## src/rtl/dac_amp_scaler.sv

```systemverilog
`default_nettype none
// ============================================================================
//  Module   : dac_amp_scaler
//  Brief    : Scales signed DDS cos/sin samples by a glitch-free-updated gain,
//             rounds, saturates and emits offset-binary DAC codes.
//  Revision : 1.0 - initial release
// ============================================================================
module dac_amp_scaler #(
    parameter int DAC_WIDTH  = 14,
    parameter int AMP_WIDTH  = 16,
    parameter int AMP_FRAC   = 15,
    parameter int ZC_TIMEOUT = 4096
) (
    input  logic                        clk,
    input  logic                        rstn,
    input  logic                        in_valid,
    input  logic signed [DAC_WIDTH-1:0] wave_1,
    input  logic signed [DAC_WIDTH-1:0] wave_2,
    input  logic        [31:0]          amp_in,
    output logic        [DAC_WIDTH-1:0] dac_data_1,
    output logic        [DAC_WIDTH-1:0] dac_data_2,
    output logic                        out_valid,
    output logic        [AMP_WIDTH-1:0] amp_active,
    output logic                        amp_pending
);

    localparam int c_PROD_W = DAC_WIDTH + AMP_WIDTH + 1;
    localparam int c_CNT_W  = (ZC_TIMEOUT > 1) ? $clog2(ZC_TIMEOUT) : 1;

    localparam logic signed [c_PROD_W-1:0] c_ROUND   = c_PROD_W'(2 ** (AMP_FRAC - 1));
    localparam logic signed [c_PROD_W-1:0] c_SAT_MAX = c_PROD_W'(2 ** (DAC_WIDTH - 1) - 1);
    localparam logic signed [c_PROD_W-1:0] c_SAT_MIN = ~c_SAT_MAX;

    localparam logic [0:0] c_ST_IDLE    = 1'b0;
    localparam logic [0:0] c_ST_WAIT_ZC = 1'b1;

    logic                        r_s1_v;
    logic signed [DAC_WIDTH-1:0] r_s1_w1;
    logic signed [DAC_WIDTH-1:0] r_s1_w2;
    logic                        r_prev_v;
    logic                        r_prev_neg;
    logic                        r_s2_v;
    logic signed [c_PROD_W-1:0]  r_s2_p1;
    logic signed [c_PROD_W-1:0]  r_s2_p2;
    logic                        r_out_v;
    logic        [DAC_WIDTH-1:0] r_dac_1;
    logic        [DAC_WIDTH-1:0] r_dac_2;

    logic [0:0]           r_state;
    logic [0:0]           w_state_nx;
    logic [c_CNT_W-1:0]   r_cnt;
    logic [c_CNT_W-1:0]   w_cnt_nx;
    logic [AMP_WIDTH-1:0] r_amp_active;
    logic [AMP_WIDTH-1:0] w_amp_nx;
    logic                 r_amp_pending;
    logic                 w_pend_nx;

    logic [AMP_WIDTH-1:0]       w_amp_tgt;
    logic                       w_zc;
    logic                       w_timeout;
    logic signed [c_PROD_W-1:0] w_w1_ext;
    logic signed [c_PROD_W-1:0] w_w2_ext;
    logic signed [c_PROD_W-1:0] w_gain_ext;

    assign w_amp_tgt  = (|amp_in[31:AMP_WIDTH]) ? {AMP_WIDTH{1'b1}} : amp_in[AMP_WIDTH-1:0];
    assign w_zc       = r_s1_v & r_prev_v & (r_s1_w1[DAC_WIDTH-1] ^ r_prev_neg);
    assign w_timeout  = (r_cnt == c_CNT_W'(ZC_TIMEOUT - 1));
    assign w_w1_ext   = {{(AMP_WIDTH + 1){r_s1_w1[DAC_WIDTH-1]}}, r_s1_w1};
    assign w_w2_ext   = {{(AMP_WIDTH + 1){r_s1_w2[DAC_WIDTH-1]}}, r_s1_w2};
    assign w_gain_ext = {{(DAC_WIDTH + 1){1'b0}}, r_amp_active};

    // Round half-up, saturate, then flip the sign bit to get offset binary.
    function automatic logic [DAC_WIDTH-1:0] sat_ob(input logic signed [c_PROD_W-1:0] p);
        logic signed [c_PROD_W-1:0] r;
        logic        [DAC_WIDTH-1:0] s;
        r = (p + c_ROUND) >>> AMP_FRAC;
        if (r > c_SAT_MAX)
            s = c_SAT_MAX[DAC_WIDTH-1:0];
        else if (r < c_SAT_MIN)
            s = c_SAT_MIN[DAC_WIDTH-1:0];
        else
            s = r[DAC_WIDTH-1:0];
        return {~s[DAC_WIDTH-1], s[DAC_WIDTH-2:0]};
    endfunction

    always_ff @(posedge clk or negedge rstn) begin
        if (!rstn) begin
            r_s1_v     <= 1'b0;
            r_s1_w1    <= '0;
            r_s1_w2    <= '0;
            r_prev_v   <= 1'b0;
            r_prev_neg <= 1'b0;
            r_s2_v     <= 1'b0;
            r_s2_p1    <= '0;
            r_s2_p2    <= '0;
            r_out_v    <= 1'b0;
            r_dac_1    <= '0;
            r_dac_2    <= '0;
        end else begin
            r_s1_v     <= in_valid;
            r_s1_w1    <= wave_1;
            r_s1_w2    <= wave_2;
            r_prev_v   <= r_s1_v;
            r_prev_neg <= r_s1_w1[DAC_WIDTH-1];
            r_s2_v     <= r_s1_v;
            // Both channels share one gain value in the same cycle.
            r_s2_p1    <= w_w1_ext * w_gain_ext;
            r_s2_p2    <= w_w2_ext * w_gain_ext;
            r_out_v    <= r_s2_v;
            r_dac_1    <= r_s2_v ? sat_ob(r_s2_p1) : '0;
            r_dac_2    <= r_s2_v ? sat_ob(r_s2_p2) : '0;
        end
    end

    always_ff @(posedge clk or negedge rstn) begin
        if (!rstn) begin
            r_state       <= c_ST_IDLE;
            r_cnt         <= '0;
            r_amp_active  <= '0;
            r_amp_pending <= 1'b0;
        end else begin
            r_state       <= w_state_nx;
            r_cnt         <= w_cnt_nx;
            r_amp_active  <= w_amp_nx;
            r_amp_pending <= w_pend_nx;
        end
    end

    always_comb begin
        w_state_nx = r_state;
        w_cnt_nx   = r_cnt;
        w_amp_nx   = r_amp_active;
        w_pend_nx  = r_amp_pending;
        case (r_state)
            c_ST_IDLE: begin
                if (w_amp_tgt != r_amp_active) begin
                    if (!r_s1_v) begin
                        w_amp_nx = w_amp_tgt;
                    end else begin
                        w_state_nx = c_ST_WAIT_ZC;
                        w_cnt_nx   = '0;
                        w_pend_nx  = 1'b1;
                    end
                end
            end
            c_ST_WAIT_ZC: begin
                w_cnt_nx = r_cnt + c_CNT_W'(1);
                // A request that reverts to the active gain is simply dropped.
                if (w_amp_tgt == r_amp_active) begin
                    w_state_nx = c_ST_IDLE;
                    w_pend_nx  = 1'b0;
                end else if (w_zc || w_timeout || !r_s1_v) begin
                    w_amp_nx   = w_amp_tgt;
                    w_state_nx = c_ST_IDLE;
                    w_pend_nx  = 1'b0;
                end
            end
            default: begin
                w_state_nx = c_ST_IDLE;
                w_pend_nx  = 1'b0;
            end
        endcase
    end

    assign dac_data_1  = r_dac_1;
    assign dac_data_2  = r_dac_2;
    assign out_valid   = r_out_v;
    assign amp_active  = r_amp_active;
    assign amp_pending = r_amp_pending;

endmodule
`default_nettype wire

```

## config.mk

```make
export PLATFORM = sky130hd
export DESIGN_NAME = dac_amp_scaler
export DESIGN_NICKNAME = d
export VERILOG_FILES = /design/src/rtl/dac_amp_scaler.sv
export SDC_FILE = /design/constraint.sdc
export NUM_CORES = 1
export LEC_CHECK = 0
export CAP_MARGIN = 20
export CORE_ASPECT_RATIO = 0.9
export CORE_MARGIN = 4
export CORE_UTILIZATION = 60
export DETAILED_ROUTE_END_ITERATION = 10
export GPL_TIMING_DRIVEN = 0
export PLACE_DENSITY_LB_ADDON = 0.3
export SYNTH_ARGS = -nofsm -noshare
export SYNTH_HDL_FRONTEND = slang
export SYNTH_SLANG_ARGS = --single-unit
```

## constraint.sdc

```tcl
create_clock -name clk -period 7.5 [get_ports clk]
set_clock_uncertainty 0.05 [all_clocks]
set_input_delay 2.25 -clock clk [delete_from_list [all_inputs] [get_ports clk]]
set_output_delay 2.25 -clock clk [all_outputs]
set_load 0.05 [all_outputs]
```

# Word-level counts from Yosys, hierarchy flattened
# Cells that the tools add are included.
dict set report word_totals {
  register_bits 152
  latchBits 0
  ram_bits 0
  romBits 0
  input_bits 63
  word_cells 70
  n_memories 0
}
dict set report op_classes {
  addsub 3
  multipliers 2
  div_mod_pow 0
  order_cmp 4
  n_eq_ne 9
  shift 0
  n_mux 25
  bitwise_logic 6
  reduce_logical 7
}
# operator n
set ops {}
lappend ops {{two-way mux 14 bit} 6}
lappend ops {{two-way mux 16 bit} 5}
lappend ops {{adder 31 x 16 -> 31 bit (second input constant)} 2}
lappend ops {{multiplier 14 x 17 -> 31 bit} 2}
lappend ops {{> comparator 16 x 14 -> 1 bit (second input constant)} 2}
lappend ops {{< comparator 16 x 14 -> 1 bit (second input constant)} 2}
lappend ops {{case mux 16 bit (2 select lines)} 1}
lappend ops {{two-way mux 12 bit} 2}
lappend ops {{case mux 12 bit (2 select lines)} 1}
lappend ops {{equality test 16 bit} 1}
lappend ops {{!= test 16 bit} 1}
lappend ops {{OR reduction 16 bit} 1}
lappend ops {{adder 12 x 1 -> 12 bit (second input constant)} 1}
lappend ops {{equality test 12 bit (second input constant)} 1}
lappend ops {{two-way mux 1 bit} 8}
lappend ops {{!= test 2 bit (second input constant)} 4}
lappend ops {{case mux 1 bit (2 select lines)} 2}
lappend ops {{AND reduction 4 bit} 1}
lappend ops {{!= test 3 x 1 -> 1 bit (second input constant)} 1}
lappend ops {{NOT 1 bit} 3}
lappend ops {{AND reduction 3 bit} 1}
lappend ops {{AND 1 bit} 2}
lappend ops {{logical OR 1 bit} 2}
lappend ops {{!= test 2 x 1 -> 1 bit (second input constant)} 1}
lappend ops {{3 further kinds} 3}

# Depth between registers and ports, before layout
# Gate-level depths: netlist of the first run.
dict set report logic_depth {
  ltp_word 7
  mapped_depth 24
}

# Worst setup path before layout of the first run
# No wires, ideal clock.
dict set report synth_timing {
  path_type {register -> register}
  start {reg r_amp_active[11] (netlist: amp_active[11])}
  end {reg r_s2_p2[25]}
  setup_time_ns 0.080
  t_arrival_ns 6.168
  required_time_ns 7.370
  slack_ns 1.202
  path_stages_with_launch 20
  path_buffers 2
  path_cell_list {dfrtp_1 -> clkbuf_1 -> clkbuf_1 -> nand2_1 -> fa_1 -> fa_1 -> inv_1 -> fa_1 -> fa_1 -> fa_1 -> fa_1 -> ha_1 -> and2_1 -> a221o_1 -> a21oi_1 -> o21ai_0 -> or3_1 -> a21bo_2 -> a21oi_1 -> xnor2_1}
}
dict set report synth_between {
  elab_chain_cells 1
}
# item line
set synth_lines {}
lappend synth_lines {{from (decl)} 53} ;# logic [AMP_WIDTH-1:0] r_amp_active;
lappend synth_lines {{from (signal assigned)} 124} ;# r_amp_active <= w_amp_nx;
lappend synth_lines {{multiplier 14 x 17 -> 31 bit} 108} ;# r_s2_p2 <= w_w2_ext * w_gain_ext;
lappend synth_lines {{to (signal assigned)} 108}
lappend synth_lines {{to (decl)} 44} ;# logic signed [c_PROD_W-1:0] r_s2_p2;
# No other way between the ends.
# A chain may end at the register's enable or synchronous reset.

# Worst setup path after layout of the first run
dict set report layout_timing {
  start {reg r_amp_active[1] (netlist: amp_active[1])}
  end {reg r_s2_p2[23]}
}
# Same word-level chain as after synthesis.

==> insert_results.sql, run 1 <==
INSERT INTO impl_metrics (metric_group, metric, value, unit) VALUES
('status', 'run_status', 'complete, no violations', ''),
('timing', 'transition_time_at_the_pin_with_the_least_slew_margin', '1.02', 'ns'),
('detailed_routing', 'detail_route.wirelength', '51700', 'µm'),
('power', 'power-per-cell-area', '508', 'nW/µm²'),
('synthesis', 'async_reset_ff_frac', '1.00', ''),
('layout', 'area_of_combinational_cells_with_multiple_inputs', '14500', 'µm²'),
('clocking', 'path_clk_slew', '0.06', 'ns'),
('setup_path', 'crit_path_start', 'amp_active[1]', ''),
('die', 'die-area', '35200', 'µm²'),
('synthesis', 'synth_area_leader_cell', 'fa_1', ''),
('place', 'place_worst_setup_slack', '0.0786', 'ns'),
('setup_path', 'r2r_start', 'amp_active[1]', ''),
('setup_path', 'end_kind', 'flop', ''),
('setup_path', 'cp_data_arrival_time', '7.64', 'ns'),
('clocking', 'cts_bufs_inserted', '17', ''),
('detailed_routing', 'antenna_left', '0', ''),
('place', 'placed_cell_area', '21000', 'µm²'),
('setup_path', 'worstSetupEndpoint', 'r_s2_p2[23]', ''),
('synthesis', 'synth_edf_count', '0', ''),
('synthesis', 'synth_area_per_cell', '9.54', 'µm²'),
('layout', 'final_layout_size_suffix_gt1_frac', '0.0258', ''),
('power', 'total_power', '11.0', 'mW'),
('setup_path', 'crit_required', '7.81', 'ns'),
('synthesis', 'most_frequently_used_flop_master_after_synthesis', 'dfrtp_1', ''),
('timing', 'report.final.setup_viol', '0', ''),
('setup_path', 'crit_chain', 'clkdlybuf4s15_1 > clkbuf_1 > and2_1 > fa_1 > inv_1 > fa_1 > inv_1 > ha_1 > ha_1 > inv_1 > fa_1 > inv_1 > fa_1 > ha_1 > a2111oi_0 > o21ai_0 > a32oi_2 > o21ai_0 > a311oi_1 > nor2b_1 > nor2_1 > xnor2_1', ''),
('layout', 'antenna_cells', '0', ''),
('clocking', 'ctsLongestPathBuffers', '2', ''),
('synthesis', 'post_synth_instance_area', '19400', 'µm²'),
('power', 'power.static_leakage', '10.9', 'nW'),
('timing', 'fin_crit_sh', '0.978', ''),
('layout', 'most_frequent_standard_cell_in_the_layout_excluding_fill_and_tap_cells', 'inv_1', ''),
('worst_hold_path', 'hold_path.class', 'reg2reg', ''),
('clocking', 'clock_tree_from_tritoncts', 'done', ''),
('synthesis', 'ys_ff_latch', '124', ''),
('clocking', 'cts.sinks', '124', ''),
('layout', 'num-nets-final', '2769', ''),
('power', 'switchingPower', '5.55', 'mW'),
('setup_path', 'cell_family_with_most_cp_delay', 'adder cells', ''),
('synthesis', 'yosys.area.top_type_share', '0.341', ''),
('timing', 'grt_setup_unrepaired', 'yes', ''),
('power', 'switching_share', '0.506', ''),
('place', 'numPortBuffers', '108', ''),
('detailed_routing', 'vias', '14500', ''),
('timing', 'worst_slew_slack_as_a_fraction_of_its_limit', '0.319', ''),
('die', 'start_util', '0.608', ''),
('detailed_routing', 'vias_per_cell', '5.61', ''),
('setup_path', 'crit_fanout', '10', ''),
('synthesis', 'synth_cell_types', '62', ''),
('grt', 'grt_antenna_before_repair', '3', ''),
('setup_path', 'critPathBufInv', '6', ''),
('grt', 'grt.overflow.total', '0', ''),
('place', 'finalWeightedCongestion', '1.00', ''),
('power', 'share_clk_of_total_power', '0.080', ''),
('layout', 'area_delta_synth_final', '11.7', '%'),
('setup_path', 'cp-start-kind', 'flop', ''),
('timing', 'worst_hold_slack', '0.429', 'ns'),
('layout', 'layout.cells.most_common_list', '386 x inv_1, 330 x fa_1, 232 x nand2_1, 230 x and2_1, 221 x ha_1', ''),
('flow_run', 'max_cap_viol_count', '0', ''),
('die', 'floorplan.rows', '62', ''),
('layout', 'final_design_area_no_fill', '21600', 'µm²'),
('timing', 'finalSetupTns', '0', 'ns'),
('setup_path', 'r2r.worst_path.cells', '22', ''),
('power', 'seq_power_share', '0.102', ''),
('synthesis', 'yosys-top-cells-area', 'fa_1 34%, dfrtp_1 16%, ha_1 14%', ''),
('die', 'core_region_area', '31900', 'µm²'),
('detailed_routing', 'initialDrtViolationCount', '1180', ''),
('synthesis', 'syn-instance-count', '2031', ''),
('power', 'ir_drop', '0.000605', 'V'),
('setup_path', 'timing.rr.end', 'r_s2_p2[23]', ''),
('grt', 'global_route.usage.total', '0.310', '');
## sequential cells by signal, indices dropped and copies added (netlist names)
register / flops
r_s2_p1: 17
r_s2_p2: 17
amp_active: 16
dac_data_1: 14
dac_data_2: 14
r_s1_w1: 14
r_s1_w2: 14
r_cnt: 12
amp_pending: 1
out_valid: 1
r_prev_neg: 1
r_s1_v: 1
r_s2_v: 1
r_state: 1
## worst min path at each step
stage | from | endpoint | cells past startpoint
floorplan | r_s1_v | r_s2_v | 0
global placement | r_s1_v | r_s2_v | 0
detailed placement | r_s1_v | r_s2_v | 0
CTS | r_s1_v | r_s2_v | 0
global route | r_s1_v | r_s2_v | 0
finish | r_s1_v | r_s2_v | 0
## cells in the mapped netlist, types with 18 or more instances
library cell	n
o21ai_0	50
xor2_1	21
clkbuf_1	81
mux2i_1	18
inv_1	386
nand3_1	22
dfrtp_1	124
nand2_1	232
nor2b_1	26
ha_1	221
nand4_1	22
xnor2_1	57
and3_1	18
nor2_1	55
fa_1	330
a21oi_1	34
and2_1	230
## layout make-up
type,count,share of cell area
multi-input combinational,1435,0.670
sequential,124,0.143
inverter,386,0.0670
timing repair buffer,109,0.0513
tap,416,0.0241
clock buffer,21,0.0208
buffer,82,0.0160
clock inverter,11,0.00775
## power groups by stage
stage,clock (mW),combinational [mW],sequential [mW]
floorplan,0,6.60,1.32
global placement,0,8.56,1.12
detailed placement,0,8.82,1.13
CTS,0.894,8.97,1.12
global route,0.925,10.3,1.14
finish,0.882,8.98,1.12
## layer usage
metal,vias to the layer above,GRT usage,part of all wire
li1,6482,-,-
met1,7275,0.424,0.42
met2,651,0.488,0.45
met3,92,0.0944,0.11
met4,2,0.0786,0.024
met5,-,0,0.00025
## cell families (layout without fill, tap and decap cells)
family	after synthesis	after routing	share of synthesized area
adder cells (fa/ha/maj)	551	551	0.484
buffers and inverters	472	609	0.0928
flip-flops	124	124	0.160
AO/OA/AOI/OAI	140	140	0.0440
multiplexers	19	19	0.00988
AND/OR/NAND/NOR	647	647	0.174
XOR/XNOR	78	78	0.0353
## per-stage QoR
step,instances,utilization
floorplan,2031,-
global placement,2555,0.658
detailed placement,2556,0.659
CTS,2588,0.678
global route,2584,0.678
finish,2584,0.678
## worst reg2reg max path, stage by stage (launching register included)
cell and delay, ns:
dfrtp_1 0.40, clkdlybuf4s15_1 0.57, clkbuf_1 0.50, and2_1 0.29, fa_1 0.47, inv_1 0.05
fa_1 0.41, inv_1 0.07, ha_1 0.23, ha_1 0.31, inv_1 0.07, fa_1 0.55
inv_1 0.07, fa_1 0.42, ha_1 0.32, a2111oi_0 0.53, o21ai_0 0.32, a32oi_2 0.46
o21ai_0 0.28, a311oi_1 0.54, nor2b_1 0.09, nor2_1 0.13, xnor2_1 0.12
## what timing repair did
action / 4_1_cts / 5_1_grt
gates cloned: 0 / 0
endpoints found under the hold margin: 0 / 0
setup endpoints to repair: 2 / 15
hold buffers: 0 / 0
buffers inserted: 0 / 0
gates resized for setup: 1 / 11
Power figures use the tool's default switching activity.
==> run 2, diff against run 1 <==
==> constraint.sdc (replaced) <==
create_clock -name clk -period 6.9 [get_ports clk]
set_clock_uncertainty 0.05 [all_clocks]
set_input_delay 2.07 -clock clk [delete_from_list [all_inputs] [get_ports clk]]
set_output_delay 2.07 -clock clk [all_outputs]
set_load 0.05 [all_outputs]
==> run 2 against run 1 <==
Effect of this change:
- highest routed layer unchanged
- hold slack got worse by 0.0045 ns
- first-iteration DRC count decreased by 10%
- design area is 0.27% higher
- critical endpoint is now r_s2_p2[25]
- sequential cell count stayed put
==> insert_results.sql, run 2 (synthesized netlist as in run 1, its figures left out) <==
INSERT INTO impl_metrics (metric_group, metric, value, unit) VALUES
('flow_run', 'max_cap_viol_count', '0', ''),
('status', 'run_status', 'complete, no violations', ''),
('setup_path', 'crit_top_cell', 'fa_1', ''),
('layout', 'finish.cell_count_without_fillers', '2582', ''),
('detailed_routing', 'antenna_left', '0', ''),
('place', 'post_place_cells', '2556', ''),
('timing', 'hold_violations', '0', ''),
('die', 'die-area', '35200', 'µm²'),
('die', 'floorplan.io_pins', '109', ''),
('setup_path', 'r2r_start', 'amp_active[5]', ''),
('die', 'dieWidth', '197', 'µm'),
('setup_path', 'worstSetupPathType', 'reg2reg', ''),
('clocking', 'cts_bufs_inserted', '17', ''),
('setup_path', 'end_kind', 'flop', ''),
('timing', 'finalMaxSlewViolations', '0', ''),
('setup_path', 'crit_required', '7.21', 'ns'),
('die', 'start_util', '0.608', ''),
('clocking', 'cts.sinks', '124', ''),
('die', 'core_region_area', '31900', 'µm²'),
('detailed_routing', 'vias', '14500', ''),
('setup_path', 'crit_chain', 'buf_2 > buf_2 > and2_1 > fa_1 > fa_1 > ha_1 > ha_1 > fa_1 > fa_1 > ha_1 > a2111oi_1 > o21ai_0 > a32oi_2 > nor3_1 > or3_1 > a21bo_2 > a21oi_1 > xnor2_1', ''),
('layout', 'layout.cells.most_common_list', '386 x inv_1, 330 x fa_1, 232 x nand2_1, 230 x and2_1, 221 x ha_1', ''),
('clocking', 'path_clk_slew', '0.06', 'ns'),
('clocking', 'ctsLongestPathBuffers', '2', ''),
('detailed_routing', 'drc', '0', ''),
('grt', 'global_route.usage.total', '0.310', ''),
('setup_path', 'critical_path.slowest_cell', 'fa_1', ''),
('grt', 'grt_start_max_net_pins', '66', ''),
('timing', 'worst_slew_slack_as_a_fraction_of_its_limit', '0.437', ''),
('clocking', 'clock-root-buffer', 'clkbuf_16', ''),
('setup_path', 'cp-start-kind', 'flop', ''),
('die', 'floorplan.rows', '62', ''),
('timing', 'fin_crit_sh', '0.988', ''),
('worst_hold_path', 'worst_hold_startpoint', 'r_s1_v', ''),
('setup_path', 'cpPeakStageDelay', '0.52', 'ns'),
('grt', 'grt.overflow.total', '0', ''),
('layout', 'final_layout_size_suffix_gt1_frac', '0.0425', ''),
('detailed_routing', 'wl_per_cell', '20.0', 'µm'),
('timing', 'clock.fmax', '0.147', 'GHz'),
('detailed_routing', 'drt_first_pass_iters', '5', ''),
('worst_hold_path', 'hold_path_cell_cnt', '0', ''),
('die', 'dieHeight', '178', 'µm'),
('grt', 'first_pass_grt_wire_length', '83000', 'µm'),
('detailed_routing', 'initialDrtViolationCount', '1058', ''),
('timing', 'period_minus_slack', '6.82', 'ns'),
('grt', 'grt_antenna_before_repair', '3', ''),
('timing', 'report.final.setup_viol', '0', ''),
('place', 'finalWeightedCongestion', '1.00', ''),
('setup_path', 'r2r.worst_path.cells', '18', ''),
('setup_path', 'cp_data_arrival_time', '7.13', 'ns'),
('timing', 'transition_time_at_the_pin_with_the_least_slew_margin', '0.845', 'ns'),
('layout', 'final_design_area_no_fill', '21700', 'µm²'),
('clocking', 'clock_latency', '0.44', 'ns'),
('worst_hold_path', 'hold_path.class', 'reg2reg', ''),
('grt', 'via_count_of_the_first_global_routing_pass', '15500', ''),
('setup_path', 'crit_path_start', 'amp_active[5]', ''),
('place', 'hpwlAfterDp', '41800', 'µm'),
('place', 'placed_cell_area', '21000', 'µm²'),
('detailed_routing', 'vias_per_cell', '5.62', ''),
('setup_path', 'crit_fanout', '10', ''),
('clocking', 'clock_tree_from_tritoncts', 'done', ''),
('layout', 'area_delta_synth_final', '12.0', '%'),
('clocking', 'cts_htree_levels', '4', ''),
('detailed_routing', 'detail_route.wirelength', '51500', 'µm'),
('layout', 'num-nets-final', '2766', ''),
('place', 'numPortBuffers', '108', ''),
('layout', 'most_frequent_standard_cell_in_the_layout_excluding_fill_and_tap_cells', 'inv_1', '');
run 2: final cells by class:
| type | instances | area, µm² |
|---|---|---|
| inverters | 386 | 1450 |
| repair buffers | 111 | 1120 |
| fillers | 2522 | 10200 |
| plain buffers | 77 | 372 |
| diodes | 1 | 2.50 |
| clock inverters | 11 | 168 |
| multi-input cells | 1435 | 14500 |
| clock buffers | 21 | 450 |
| flip-flops and latches | 124 | 3110 |
| well taps | 416 | 520 |
run 2: path summary, 6_finish.rpt:
kind | slack (ns) | endpoint
max in group asynchronous | 4.49 | amp_active[8]
min in group asynchronous | 1.56 | r_cnt[6]
max | 0.08 | r_s2_p2[25]
min | 0.42 | r_s2_v
min reg2reg | 0.42 | r_s2_v
max reg2reg | 0.08 | r_s2_p2[25]
run 2: metal layers:
layer / up-vias / track usage / wire (µm)
met5: - / 0 / 14
met4: 2 / 0.0760 / 1070
met3: 81 / 0.0965 / 5260
met2: 626 / 0.489 / 23500
met1: 7311 / 0.423 / 21700
li1: 6483 / - / -
run 2: timing repair:
item / CTS / global route
gates resized for setup: 20 / 57
buffers inserted: 0 / 2
setup endpoints to repair: 29 / 21
pin swaps: 0 / 2
hold buffers: 0 / 0
run 2: through the flow:
stage / setup WS [ns] / hold slack [ns] / utilization / TNS (ns)
finish: 0.0795 / 0.425 / 0.680 / 0
global route: -0.0452 / 0.424 / 0.680 / -0.0935
CTS: 0.00788 / 0.413 / 0.679 / 0
detailed placement: -0.521 / 0.385 / 0.659 / -6.60
global placement: -1.12 / 0.388 / 0.658 / -140.56
floorplan: 0.602 / 0.345 / - / 0
run 2: worst max-delay path, delay by kind of cell, from the launching register on:
| family | cells | cell delay, ns |
|---|---|---|
| flops | 1 | 0.45 |
| buf+inv | 2 | 0.73 |
| simple gates | 3 | 0.78 |
| fa+ha+maj | 7 | 2.88 |
| xor+xnor | 1 | 0.14 |
| compound gates | 5 | 1.68 |
Power of run 2 is left out: the tool's default activity adds up to more than one toggle a clock period on the data nets, which glitch-free logic cannot reach.
==> run 3, diff against run 2 <==
--- a/config.mk
+++ b/config.mk
@@ -12,6 +12,7 @@
 export DETAILED_ROUTE_END_ITERATION = 10
 export GPL_TIMING_DRIVEN = 0
 export PLACE_DENSITY_LB_ADDON = 0.3
+export SLEW_MARGIN = 20
 export SYNTH_ARGS = -nofsm -noshare
 export SYNTH_HDL_FRONTEND = slang
 export SYNTH_SLANG_ARGS = --single-unit
==> results of run 3 <==
Same layout as run 2: the final DEF is identical, and so are final timing and power.
Power of run 3 is left out for the same reason.
